--- config.mk ---
export PLATFORM = sky130hd
export DESIGN_NAME = chacha_keystream_serializer
export DESIGN_NICKNAME = d
export VERILOG_FILES = /design/src/rtl/chacha_keystream_serializer.sv
export SDC_FILE = /design/constraint.sdc
export NUM_CORES = 2
export LEC_CHECK = 0
export ABC_CLOCK_PERIOD_IN_PS = 8600
export CORE_AREA = 4 4 400 402
export CTS_BUF_LIST = sky130_fd_sc_hd__clkbuf_16
export CTS_CLUSTER_SIZE = 8
export DETAILED_ROUTE_END_ITERATION = 12
export DIE_AREA = 0 0 404 406
export HOLD_SLACK_MARGIN = 0.05
export PLACE_DENSITY = 0.5
export SYNTH_ARGS = -nofsm -noshare
export SYNTH_HDL_FRONTEND = slang
export SYNTH_SLANG_ARGS = --single-unit
export TNS_END_PERCENT = 30
--- constraint.sdc ---
create_clock -name clk_i -period 8.6 [get_ports clk_i]
set_clock_uncertainty 0.2 [all_clocks]
set_input_delay 1.72 -clock clk_i [delete_from_list [all_inputs] [get_ports clk_i]]
set_output_delay 1.72 -clock clk_i [all_outputs]
set_load 0.05 [all_outputs]
--- src/rtl/chacha_keystream_serializer.sv ---
// rtl/chacha_keystream_serializer.sv - ChaCha block adder and keystream chunk serializer
//
// Adds the core's initial state and post-round state word-wise (mod 2^WORD_BITS)
// and streams the keystream as OUT_BITS chunks over a valid/ready interface.
// Back-to-back blocks are accepted on the final chunk's transfer, so a stream of
// blocks runs without bubbles.
//
// Ports:
//   clk_i            clock
//   rst_ni           asynchronous reset, active-low
//   flush_i          synchronous abort of the block in flight
//   in_valid_i       block pair valid
//   in_ready_o       block pair accepted when in_valid_i && in_ready_o
//   initial_block_i  initial state, word i at [i*WORD_BITS +: WORD_BITS]
//   final_block_i    post-round state, same layout
//   ks_valid_o       keystream chunk valid
//   ks_ready_i       downstream ready
//   ks_data_o        keystream chunk
//   ks_last_o        final chunk of a block
//   busy_o           a block is held
module chacha_keystream_serializer #(
  parameter int WORDS         = 16,
  parameter int WORD_BITS     = 32,
  parameter int OUT_BITS      = 8,
  parameter bit LITTLE_ENDIAN = 1'b1
) (
  input  logic                       clk_i,
  input  logic                       rst_ni,
  input  logic                       flush_i,
  input  logic                       in_valid_i,
  output logic                       in_ready_o,
  input  logic [WORDS*WORD_BITS-1:0] initial_block_i,
  input  logic [WORDS*WORD_BITS-1:0] final_block_i,
  output logic                       ks_valid_o,
  input  logic                       ks_ready_i,
  output logic [OUT_BITS-1:0]        ks_data_o,
  output logic                       ks_last_o,
  output logic                       busy_o
);

  localparam int BLOCK_BITS = WORDS * WORD_BITS;
  localparam int CHUNKS     = WORD_BITS / OUT_BITS;
  localparam int CW         = (CHUNKS > 1) ? $clog2(CHUNKS) : 1;
  localparam int WW         = $clog2(WORDS);

  localparam logic [0:0] S_IDLE = 1'b0;
  localparam logic [0:0] S_EMIT = 1'b1;

  logic [0:0]            state_q;
  logic [BLOCK_BITS-1:0] init_q;
  logic [BLOCK_BITS-1:0] final_q;
  logic [WORD_BITS-1:0]  word_q;
  logic [WW-1:0]         word_cnt_q;
  logic [CW-1:0]         chunk_cnt_q;

  logic                  emit;
  logic                  last_chunk;
  logic                  last_word;
  logic                  xfer;
  logic                  accept;
  logic [WORD_BITS-1:0]  first_sum;
  logic [WORD_BITS-1:0]  next_sum;
  logic [WORD_BITS-1:0]  chunk_sh;
  logic [BLOCK_BITS-1:0] init_sh;
  logic [BLOCK_BITS-1:0] final_sh;
  logic [31:0]           next_idx;
  logic [31:0]           chunk_idx;

  assign emit       = (state_q == S_EMIT);
  assign last_chunk = (chunk_cnt_q == CW'(CHUNKS - 1));
  assign last_word  = (word_cnt_q == WW'(WORDS - 1));

  assign ks_valid_o = emit;
  assign busy_o     = emit;
  assign ks_last_o  = emit && last_word && last_chunk;
  assign xfer       = emit && ks_ready_i;

  // Ready in IDLE, or on the transfer of a block's final chunk so the next
  // block follows without a gap. Flush always blocks acceptance.
  assign in_ready_o = !flush_i && (!emit || (ks_ready_i && last_word && last_chunk));
  assign accept     = in_valid_i && in_ready_o;

  // Word 0 is summed straight from the inputs so the first chunk is ready one
  // cycle after the accept edge.
  assign first_sum = initial_block_i[WORD_BITS-1:0] + final_block_i[WORD_BITS-1:0];

  always_comb begin
    next_idx  = 32'(word_cnt_q) + 32'd1;
    init_sh   = init_q >> (next_idx * WORD_BITS);
    final_sh  = final_q >> (next_idx * WORD_BITS);
    next_sum  = init_sh[WORD_BITS-1:0] + final_sh[WORD_BITS-1:0];
    chunk_idx = LITTLE_ENDIAN ? 32'(chunk_cnt_q) : (32'(CHUNKS - 1) - 32'(chunk_cnt_q));
    chunk_sh  = word_q >> (chunk_idx * OUT_BITS);
  end

  assign ks_data_o = emit ? chunk_sh[OUT_BITS-1:0] : '0;

  always_ff @(posedge clk_i or negedge rst_ni) begin
    if (!rst_ni) begin
      state_q     <= S_IDLE;
      init_q      <= '0;
      final_q     <= '0;
      word_q      <= '0;
      word_cnt_q  <= '0;
      chunk_cnt_q <= '0;
    end else if (flush_i) begin
      // A chunk handshaking in this cycle is treated as delivered; the rest
      // of the block is dropped.
      state_q     <= S_IDLE;
      word_cnt_q  <= '0;
      chunk_cnt_q <= '0;
    end else if (accept) begin
      state_q     <= S_EMIT;
      init_q      <= initial_block_i;
      final_q     <= final_block_i;
      word_q      <= first_sum;
      word_cnt_q  <= '0;
      chunk_cnt_q <= '0;
    end else if (xfer) begin
      if (!last_chunk) begin
        chunk_cnt_q <= chunk_cnt_q + CW'(1);
      end else if (!last_word) begin
        chunk_cnt_q <= '0;
        word_cnt_q  <= word_cnt_q + WW'(1);
        word_q      <= next_sum;
      end else begin
        state_q     <= S_IDLE;
        word_cnt_q  <= '0;
        chunk_cnt_q <= '0;
      end
    end
  end

endmodule

==> summary.txt <==
Route
  – Drt wl/cell: 26.06 um
  – Final wirelength: 216200 um
  – Total number of vias: 41315
  – Number of remaining DRC errors: 0
  – Antenna Violating Nets Remaining: 0
  – DR pass1 iterations: 5
  – Initial DRC count: 3409
  – Vias per cell: 4.981

GRT
  – Final global-route overflow total: 0
  – Largest net degree at the start of global routing: 152
  – First-pass GRT wire length: 304700 um
  – Vias in the first global route: 42499
  – Global Route Usage Sum: 25.75%
  – Initial antenna violation count: 75

CTS
  – Reg clk slew, reported paths: 0.05 ns
  – Max H-tree Level: 4
  – Root Driver: clkbuf_16
  – Post-CTS Setup Inserts: 0
  – Clock Sinks: 999
  – Post-CTS Hold Fix Bufs: 0
  – TritonCTS clock tree: built
  – Worst skew pair latency: 0.77 ns
  – CTS Buf Count: 144
  – Max clock buf depth: 3
  – Post-CTS sizing: 0

Cells and area
  – Synth-to-layout area growth: 34.18%
  – Filler cells: 15517
  – Layout cells sized above 1: 8.129%
  – Final nets: 7268
  – Final Util: 41.55%

Pwr
  – Leak: 30.34 nW
  – VDD IR max: 0.0001903 V
  – PwrDens: 216.6 nW/um^2

Setup path
  – Worst setup SP type: flip-flop
  – Cell Chain, Critical Path: buf_12, ha_1, and3_1, a31oi_1, nor2_1, clkdlybuf4s50_1
  – CP max stage cell: clkdlybuf4s50_1
  – Worst setup EP type: output pin
  – Crit path DAT: 4.15 ns
  – CP required: 6.68 ns
  – Critical Path Start: word_cnt_q[1]$_DFFE_PN0P_
  – Worst Path Buf+Inv: 2
  – WS Path Type: reg2out
  – Worst path max stage delay: 0.94 ns
  – Reg-to-Reg Start: word_cnt_q[1]$_DFFE_PN0P_
  – Delay-heaviest family, CP: buffers and inverters
  – Crit Path Max Fanout: 91

Timing
  – Final hold vios: 0
  – Final Worst Setup Slack: 2.534 ns
  – Unrepaired setup endpoints after global routing: false
  – Setup TNS Final: 0 ns
  – Crit share post-route: 70.54%
  – Maximum clock frequency: 164.8 MHz
  – Worst-Margin Slew: 1.038 ns
  – Worst slew margin: 30.79%
  – Post-route minimum period: 6.066 ns
  – Final setup fails: 0
  – Slew Limit Fails: 0

Floorplanning
  – Die height: 406 um
  – Initial Util: 30.96%
  – DIE WIDTH: 404 um
  – Die area: 164000 sq um
  – Site Rows: 145
  – IO Count: 1041
  – Core area: 156000 sq um

Place
  – Detailed Place HPWL: 165200 um
  – Pre-CTS setup slack: 2.906 ns
  – Placer congestion estimate: 0.9388
  – Count of input and output buffers: 1040

Yosys
  – Synth top area share: 51.74%
  – Async set-or-reset flop fraction in the synthesized netlist: 100.0%
  – Most frequent cell after synthesis: nand2_1
  – Top_reg_cell synth: dfrtp_1
  – Cells after synthesis: 5259
  – Post-synthesis register bit count: 999
  – Area of the mapped netlist: 48310 sq um
  – Post-synth top cells: 2994 x nand2_1, 999 x dfrtp_1, 262 x mux4_2
  – Leading area contributor after synthesis: dfrtp_1
  – Post-synth EDFFs: 0
  – Largest cells by area after synthesis: dfrtp_1 52%, nand2_1 23%, mux4_2 12%, clkbuf_1 2.0%, ha_1 1.7%
  – Yosys warnings: 0
  – Sequential fraction of the synthesis area: 51.74%
  – Syn avg cell area: 9.187 sq um
  – Syn Nets: 6354
  – Count of cell types in the netlist: 65

Hold path
  – HP Start: final_q[268]$_DFFE_PN0P_
  – Min-Delay Path Class: reg2reg

Run
  – Max Cap Viol: 0

Outcome
  – Status: finished, final reports clean
[through the flow]
stage | instance area (sq um) | power [W] | std cells | hold slack (ns)
CTS | 64730 | 0.01419 | 8258 | 0.2687
finish | 64830 | 0.01404 | 8295 | 0.2655
global placement | 60710 | 0.008838 | 8085 | 0.2524
global route | 64790 | 0.01471 | 8279 | 0.2847
floorplan | 48310 | 0.007332 | 5259 | 0.2403
detailed placement | 60710 | 0.008866 | 8085 | 0.2565
[path summary, 6_finish.rpt]
path | endpoint | slack [ns] | cells past startpoint
hold / removal | final_q[268]$_DFFE_PN0P_ | 0.27 | 2
min in group asynchronous | final_q[282]$_DFFE_PN0P_ | 0.77 | 1
setup / recovery | in_ready_o | 2.53 | 6
max in group asynchronous | init_q[260]$_DFFE_PN0P_ | 5.69 | 3
hold reg to reg | final_q[268]$_DFFE_PN0P_ | 0.27 | 2
setup reg to reg | word_q[26]$_DFFE_PN0P_ | 2.93 | 15
[layer usage]
metal / up-vias / share of wire, % / GRT usage (%)
met5: - / 0.11 / 0
met4: 32 / 3.1 / 8.810
met3: 294 / 7.3 / 6.374
met2: 1493 / 47 / 41.19
met1: 20608 / 42 / 34.22
li1: 18888 / - / -
[cell families after synthesis]
family | share of synthesized area (%)
AOI/OAI and AO/OA | 4.097
xor gates and xnor gates | 0.9064
adders and majority gates | 1.740
buffers and inverters | 2.825
DFF | 51.74
muxes | 13.73
and+or+nand+nor | 24.96
[sequential cells by signal, indices dropped and copies added (netlist names)]
name	cells
busy_o	1
chunk_cnt_q	2
final_q	480
init_q	480
word_cnt_q	4
word_q	32
[layout by cell type, fill, tap and decap left out, types with 8 or more instances in the layout]
cell type        instances
o21ai_1                  8
nand3_1                 21
nand2b_1                 9
inv_1                   24
ha_1                    64
a21oi_1                 85
mux4_2                 262
nor2b_1                 13
nor3_1                  18
o21a_1                   9
a211oi_1                19
nand2_1               2993
and3_1                  12
o22ai_1                 10
buf_4                   33
xnor2_1                 23
nor2_1                  54
xor2_1                  27
mux2i_1                 71
o211ai_1                10
clkbuf_16              145
and2_1                  13
nand4_1                  8
clkdlybuf4s50_1       1039
a21o_1                  22
o21ai_0                 97
clkinv_16                8
dfrtp_1                995
diode_2                 37
buf_12                  22
[report_power, final]
group          internal, W  leakage (nW)  switching (W)
Combinational      0.00127          16.0        0.00150
Clock              0.00302          1.99        0.00222
Sequential         0.00549          12.4       0.000531
Total              0.00978          30.3        0.00426
[final cells by class]
class | count | area [sq um] | share of cell area, %
Tap cell | 2058 | 2575 | 3.972
Inverter | 14 | 52.55 | 0.08106
Clock inverter | 28 | 395.4 | 0.6099
Sequential cell | 999 | 25010 | 38.59
Timing Repair Buffer | 1095 | 11100 | 17.13
Multi-Input combinational cell | 3919 | 21970 | 33.88
Clock buffer | 145 | 3628 | 5.597
Antenna cell | 37 | 92.59 | 0.1428
[worst register-to-register path: cells and delay by family, from the launching register on]
| family | cells | cell delay, ns |
|---|---|---|
| buf+inv | 1 | 0.74 |
| xor+xnor | 1 | 0.24 |
| mux | 1 | 0.30 |
| compound gates | 7 | 1.68 |
| flops | 1 | 0.70 |
| fa+ha+maj | 1 | 0.33 |
| simple gates | 4 | 1.31 |
No activity file was read; power rests on OpenSTA's default activity.
